$ cat src/rtl/memory_bank_pkg.sv
// Shared types and helpers for the banked memory.
// Latency: n/a (declarations only).
// Backpressure: n/a.
//
// Contents: state_t (IDLE / CLEAR) for the clear sequencer, and safe_clog2,
// a $clog2 that never returns less than 1 so every index field has at least one bit.
package memory_bank_pkg;

    typedef enum logic {
        IDLE  = 1'b0,
        CLEAR = 1'b1
    } state_t;

    function automatic int safe_clog2(input int n);
        return (n <= 2) ? 1 : $clog2(n);
    endfunction

endpackage

$ cat src/rtl/memory_bank_array.sv
// One memory bank: DEPTH words x BIT_SIZE bits.
// Latency: write lands on the clock edge; read data is registered one cycle after rd_en.
// Backpressure: none; the read register holds its value while rd_en is low.
//
// Ports: clk; wr_en/wr_addr/wr_data (synchronous write);
//        rd_en/rd_addr -> rd_data (synchronous read, read-first against a same-edge write).
// Neither the storage nor the read register has a reset. The parent masks rd_data until a read has loaded it.
module memory_bank_array
    import memory_bank_pkg::*;
#(
    parameter int DEPTH    = 16,
    parameter int BIT_SIZE = 16,
    parameter int ADDR_W   = safe_clog2(DEPTH)
) (
    input  logic                clk,
    input  logic                wr_en,
    input  logic [ADDR_W-1:0]   wr_addr,
    input  logic [BIT_SIZE-1:0] wr_data,
    input  logic                rd_en,
    input  logic [ADDR_W-1:0]   rd_addr,
    output logic [BIT_SIZE-1:0] rd_data
);

    logic [BIT_SIZE-1:0] mem [DEPTH];

    // Both assignments are non-blocking. A read and a write to the same word
    // on the same edge therefore return the old contents.
    always_ff @(posedge clk) begin
        if (wr_en) begin
            mem[wr_addr] <= wr_data;
        end
        if (rd_en) begin
            rd_data <= mem[rd_addr];
        end
    end

endmodule

$ cat src/rtl/memory_bank.sv
// NUM_BANKS independent banks with one write port (optional broadcast), one read port, and a clear sequencer.
// Latency: a read accepted in cycle N presents rd_data_valid/rd_data in cycle N+1.
// Backpressure: rd_req_ready drops while busy, or while a word is held and rd_data_ready is low.
//
// Ports: clk, rst_n (async active-low); clear/busy (zeroing sequence);
//        wr_en, wr_broadcast, wr_bank, wr_addr, wr_data (write);
//        rd_req_valid/rd_req_ready, rd_bank, rd_addr (read request);
//        rd_data_valid/rd_data_ready, rd_data (read response).
// Build option MEMORY_BANK_BYPASS_EN:
//   - defined: a same-cycle write to the word being read forwards wr_data (write-first).
//   - undefined: the read returns the old contents (read-first).
module memory_bank
    import memory_bank_pkg::*;
#(
    parameter  int NUM_BANKS = 4,
    parameter  int DEPTH     = 16,
    parameter  int BIT_SIZE  = 16,
    localparam int BANK_W    = safe_clog2(NUM_BANKS),
    localparam int ADDR_W    = safe_clog2(DEPTH)
) (
    input  logic                clk,
    input  logic                rst_n,
    input  logic                clear,
    output logic                busy,
    input  logic                wr_en,
    input  logic                wr_broadcast,
    input  logic [BANK_W-1:0]   wr_bank,
    input  logic [ADDR_W-1:0]   wr_addr,
    input  logic [BIT_SIZE-1:0] wr_data,
    input  logic                rd_req_valid,
    output logic                rd_req_ready,
    input  logic [BANK_W-1:0]   rd_bank,
    input  logic [ADDR_W-1:0]   rd_addr,
    output logic                rd_data_valid,
    input  logic                rd_data_ready,
    output logic [BIT_SIZE-1:0] rd_data
);

    state_t              state, state_nxt;
    logic [ADDR_W-1:0]   clr_cnt, clr_cnt_nxt;
    logic                clr_last;

    logic                wr_ok;
    logic                rd_ok;
    logic                rd_acc;
    logic [ADDR_W-1:0]   arr_wr_addr;
    logic [BIT_SIZE-1:0] arr_wr_data;

    logic                rd_hit;   // the held word came from an in-range location
    logic [BANK_W-1:0]   rd_sel;   // bank that produced the held word
    logic [BIT_SIZE-1:0] rd_mem;
    logic [BIT_SIZE-1:0] bank_rd [NUM_BANKS];

    // ---------------- clear sequencer ----------------
    assign clr_last = (clr_cnt == ADDR_W'(DEPTH - 1));

    always_comb begin
        state_nxt   = state;
        clr_cnt_nxt = clr_cnt;
        case (state)
            IDLE: begin
                if (clear) begin
                    state_nxt   = CLEAR;
                    clr_cnt_nxt = '0;
                end
            end
            CLEAR: begin
                // A clear pulse in this state is ignored. The sequence always runs exactly DEPTH cycles.
                if (clr_last) begin
                    state_nxt   = IDLE;
                    clr_cnt_nxt = '0;
                end else begin
                    clr_cnt_nxt = clr_cnt + 1'b1;
                end
            end
        endcase
    end

    assign busy         = (state == CLEAR);
    assign rd_req_ready = !busy && (!rd_data_valid || rd_data_ready);
    assign rd_acc       = rd_req_valid && rd_req_ready;

    // ---------------- decode ----------------
    // The fields are widened before the range compare. This keeps the test
    // meaningful when NUM_BANKS or DEPTH is not a power of two.
    assign wr_ok = wr_en && !busy && (32'(wr_addr) < DEPTH)
                   && (wr_broadcast || (32'(wr_bank) < NUM_BANKS));
    assign rd_ok = (32'(rd_bank) < NUM_BANKS) && (32'(rd_addr) < DEPTH);

    // While clearing, the sequencer owns the write port of every bank.
    assign arr_wr_addr = busy ? clr_cnt : wr_addr;
    assign arr_wr_data = busy ? '0 : wr_data;

    for (genvar g = 0; g < NUM_BANKS; g++) begin : g_bank
        logic we;
        assign we = busy || (wr_ok && (wr_broadcast || (wr_bank == BANK_W'(g))));

        memory_bank_array #(
            .DEPTH    (DEPTH),
            .BIT_SIZE (BIT_SIZE),
            .ADDR_W   (ADDR_W)
        ) u_array (
            .clk     (clk),
            .wr_en   (we),
            .wr_addr (arr_wr_addr),
            .wr_data (arr_wr_data),
            .rd_en   (rd_acc),
            .rd_addr (rd_addr),
            .rd_data (bank_rd[g])
        );
    end

    // ---------------- state and handshake registers ----------------
    always_ff @(posedge clk or negedge rst_n) begin
        if (!rst_n) begin
            state         <= CLEAR;
            clr_cnt       <= '0;
            rd_data_valid <= 1'b0;
            rd_hit        <= 1'b0;
            rd_sel        <= '0;
        end else begin
            state   <= state_nxt;
            clr_cnt <= clr_cnt_nxt;
            if (rd_acc) begin
                rd_data_valid <= 1'b1;
                rd_hit        <= rd_ok;
                rd_sel        <= rd_bank;
            end else if (rd_data_ready) begin
                rd_data_valid <= 1'b0;
            end
        end
    end

    always_comb begin
        rd_mem = '0;
        for (int b = 0; b < NUM_BANKS; b++) begin
            if (rd_sel == BANK_W'(b)) begin
                rd_mem = bank_rd[b];
            end
        end
    end

`ifdef MEMORY_BANK_BYPASS_EN
    logic                byp;
    logic [BIT_SIZE-1:0] byp_dat;

    // Captured only on acceptance. A held word therefore keeps its forwarded value until it is consumed.
    always_ff @(posedge clk or negedge rst_n) begin
        if (!rst_n) begin
            byp     <= 1'b0;
            byp_dat <= '0;
        end else if (rd_acc) begin
            byp     <= rd_ok && wr_ok && (wr_addr == rd_addr)
                       && (wr_broadcast || (wr_bank == rd_bank));
            byp_dat <= wr_data;
        end
    end

    assign rd_data = byp ? byp_dat : (rd_hit ? rd_mem : '0);
`else
    assign rd_data = rd_hit ? rd_mem : '0;
`endif

endmodule

$ cat config.mk
export PLATFORM = sky130hd
export DESIGN_NAME = memory_bank
export DESIGN_NICKNAME = d
export VERILOG_FILES = /design/src/rtl/memory_bank_pkg.sv /design/src/rtl/memory_bank_array.sv /design/src/rtl/memory_bank.sv
export SDC_FILE = /design/constraint.sdc
export NUM_CORES = 1
export LEC_CHECK = 0
export BUFFER_PORTS_ARGS = -buffer_cell sky130_fd_sc_hd__buf_4
export CAP_MARGIN = 25
export CORE_MARGIN = 2
export CORE_UTILIZATION = 50
export DETAILED_ROUTE_END_ITERATION = 10
export PLACE_DENSITY = 0.77
export SYNTH_ARGS = -nofsm -noshare
export SYNTH_HDL_FRONTEND = slang
export SYNTH_SLANG_ARGS = --single-unit
$ cat constraint.sdc
create_clock -name clk -period 7 [get_ports clk]
set_clock_uncertainty 0.15 [all_clocks]
set_input_delay 0.7 -clock clk [delete_from_list [all_inputs] [get_ports clk]]
set_output_delay 0.7 -clock clk [all_outputs]
set_load 0.02 [all_outputs]
==> flow_summary.toml <==
[die]
start_util_pct = 50.5
dieArea_sq_um = 85400
die_w_microns = 292
pin_count = 54
die_y_microns = 292
core_sq_um = 82200
std_cell_rows = 105

[grt]
grt_use_met3_pct = 5.04
track_usage_pct = 22.9
grt_max_degree = 105
use_met1_pct = 31.9
grt_pass1_vias = 20400
antenna_found_initial = 2
busiest_layer = "met2"
grt_use_met2_pct = 37.4
grt_pass1_wl_microns = 141000
gr-total-overflow = 0

[worst_setup_path]
cp.required_ns = 7.20
worstSetupPathType = "flip-flop to flip-flop"
end_kind = "flip-flop"
timing.critical_path.mode_cell = "buf_4"
cp-start-kind = "flip-flop"
crit_family = "simple AND/OR/NAND/NOR gates"
path_cells = "buf_4 -> nand2b_1 -> o32ai_1 -> nand2_1 -> nor2_1 -> buf_4"
cp_slowest_stage_delay_ns = 0.79
critPathSlowestCell = "nor2_1"
worstPathArrival_ns = 3.75
path_buf_inv = 2
cp_max_fo = 35

[power_and_ir_drop]
p_int_mw = 13.0
p_seq_share_pct = 52.2
p_per_area_nw_per_um2 = 370
swShare_pct = 25.9
clock_power_share_pct = 31.8
power_switching_mw = 4.52
p_leak_nw = 15.5
pwr-share-comb_pct = 16.0
ir_drop_v = 0.000227

[drt]
drtIter0Drc = 2655
ant_nets = 0
via_per_inst = 6.33
drt_first_pass_iters = 6
drcViolationCount = 0
via_count = 19900
wire_per_inst_microns = 30.7
wl_microns = 96600

[min_path]
min_path_type = "input pin to flip-flop"

[logic_synthesis]
synth_warnings = 0
synth_enable_flop_cells = 1088
synth_cells = 1830
seq_area_frac_synth_pct = 79.2
async_flop_share_pct = 0.820
synth_flop_cell = "edfxtp_1"
synth_common_cells = "1088 x edfxtp_1, 272 x mux4_2, 128 x a22oi_1"
synth_area_leaders = "edfxtp_1 79%, mux4_2 15%, a22oi_1 2.3%"
syn_avg_cell_area_sq_um = 22.7
syn_area_sq_um = 41600
yosys.area.top_type_share_pct = 78.6
synth.most_common_cell = "edfxtp_1"
syn_nets = 1866
synth_cell_types = 30
ys_ff_latch = 1097
synth.largest_area_cell = "edfxtp_1"

[final_layout]
fin_nets = 2027
drive_gt1_share_pct = 28.9
area_growth_pct = 13.5
instances_no_fill = 3141

[timing]
fin_tns_setup_ns = 0
slew_violations = 0
hold_viol = 0
rsz0062_at_grt = "false"
fmax_mhz = 281
finalCriticalPeriod_ns = 3.55
slew_headroom_pct = 25.0
finalSetupViolations = 0
post-route-period-util_pct = 50.8
tightest_slew_ns = 1.13

[clock_tree]
clk_path_buf_depth = 3
ctsHoldBuffers = 1
clk_pin_slew_ns = 0.07
cts-root-buf = "clkbuf_16"
cts_setup_buffers = 0
cts-resized-gates = 0
clock-sinks = 1097
htreeDepth = 3
cts_tree = "done"
clock_latency_ns = 0.65
cts_made_buffers = 102

[placement]
placedCellCount = 2956
gp_congestion = 0.868
io_buffers = 53
dp_hpwl_microns = 51400

[run_status]
status = "finished clean"

[run]
maxCapViolations = 0
[worst paths after layout]
path	depth (start not counted)	to	slack, ns	startpoint
min reg2reg	2	rd_data_valid	0.45	rd_data_valid
max in group asynchronous	2	busy	6.18	rst_n
min	2	rd_data_valid	0.10	rd_data_ready
max reg2reg	6	g_bank[2].u_array.mem[0][10]	3.45	busy
min in group asynchronous	2	clr_cnt[0]	0.28	rst_n
max	6	g_bank[2].u_array.mem[0][10]	3.45	busy
[flip-flops by register name (all words and copies together), names as in the netlist]
name,flops
busy,1
rd_sel,2
rd_data_valid,1
rd_hit,1
g_bank.u_array.rd_data,64
g_bank.u_array.mem,1024
clr_cnt,4
[per-layer routing]
metal | vias to the layer above | routed length, microns
li1 | 8042 | -
met1 | 10400 | 36000
met2 | 1254 | 47600
met3 | 159 | 10900
met4 | 4 | 2030
met5 | - | 26
[layout by cell type (no fill, tap or decap), types with 14 or more instances in the layout]
| cell | count |
|---|---|
| a22oi_1 | 128 |
| and2_1 | 16 |
| buf_4 | 144 |
| bufinv_16 | 14 |
| clkbuf_1 | 15 |
| clkbuf_16 | 105 |
| clkinv_1 | 19 |
| clkinv_2 | 20 |
| edfxtp_1 | 1088 |
| mux4_2 | 272 |
| nand2_1 | 85 |
| nor2_1 | 68 |
| nor2b_4 | 18 |
[layout make-up]
cell class | count | area, sq um
flip-flops and latches | 1097 | 32900
fillers | 5644 | 35000
repair buffers | 154 | 1280
inverters | 7 | 26.3
clock buffers | 120 | 2680
well taps | 1070 | 1340
diodes | 2 | 5.00
multi-input cells | 629 | 8300
clock inverters | 62 | 663
[logic make-up after synthesis]
family | share of synthesized area [%]
compound gates | 2.74
fa+ha+maj | 0.0301
buf+inv | 1.22
flops | 79.2
mux | 14.8
simple gates | 2.06
[per-stage QoR]
step                      hold WS [ns]  util, %  total power [mW]  area (sq um)  setup slack (ns)
final                            0.105     57.4              17.5         47200              3.45
after global routing            0.0989     57.4              18.0         47200              3.22
after CTS                       0.0790     57.4              17.6         47200              3.50
after detailed placement         0.395     53.3              12.0         43800              3.47
after global placement           0.393     53.2              11.8         43700              3.45
after floorplan                  0.254        -              10.7         41600              3.82
[power by group through the flow]
stage	logic [mW]	clock network, mW	registers (mW)
2_1_floorplan	1.64	0	9.06
3_5_place_dp	2.78	0	9.23
4_1_cts	2.81	5.62	9.12
5_1_grt	2.95	5.87	9.20
6_report	2.80	5.56	9.12
3_3_place_gp	2.66	0	9.15
Note: power is estimated with default switching activity, not from simulation.
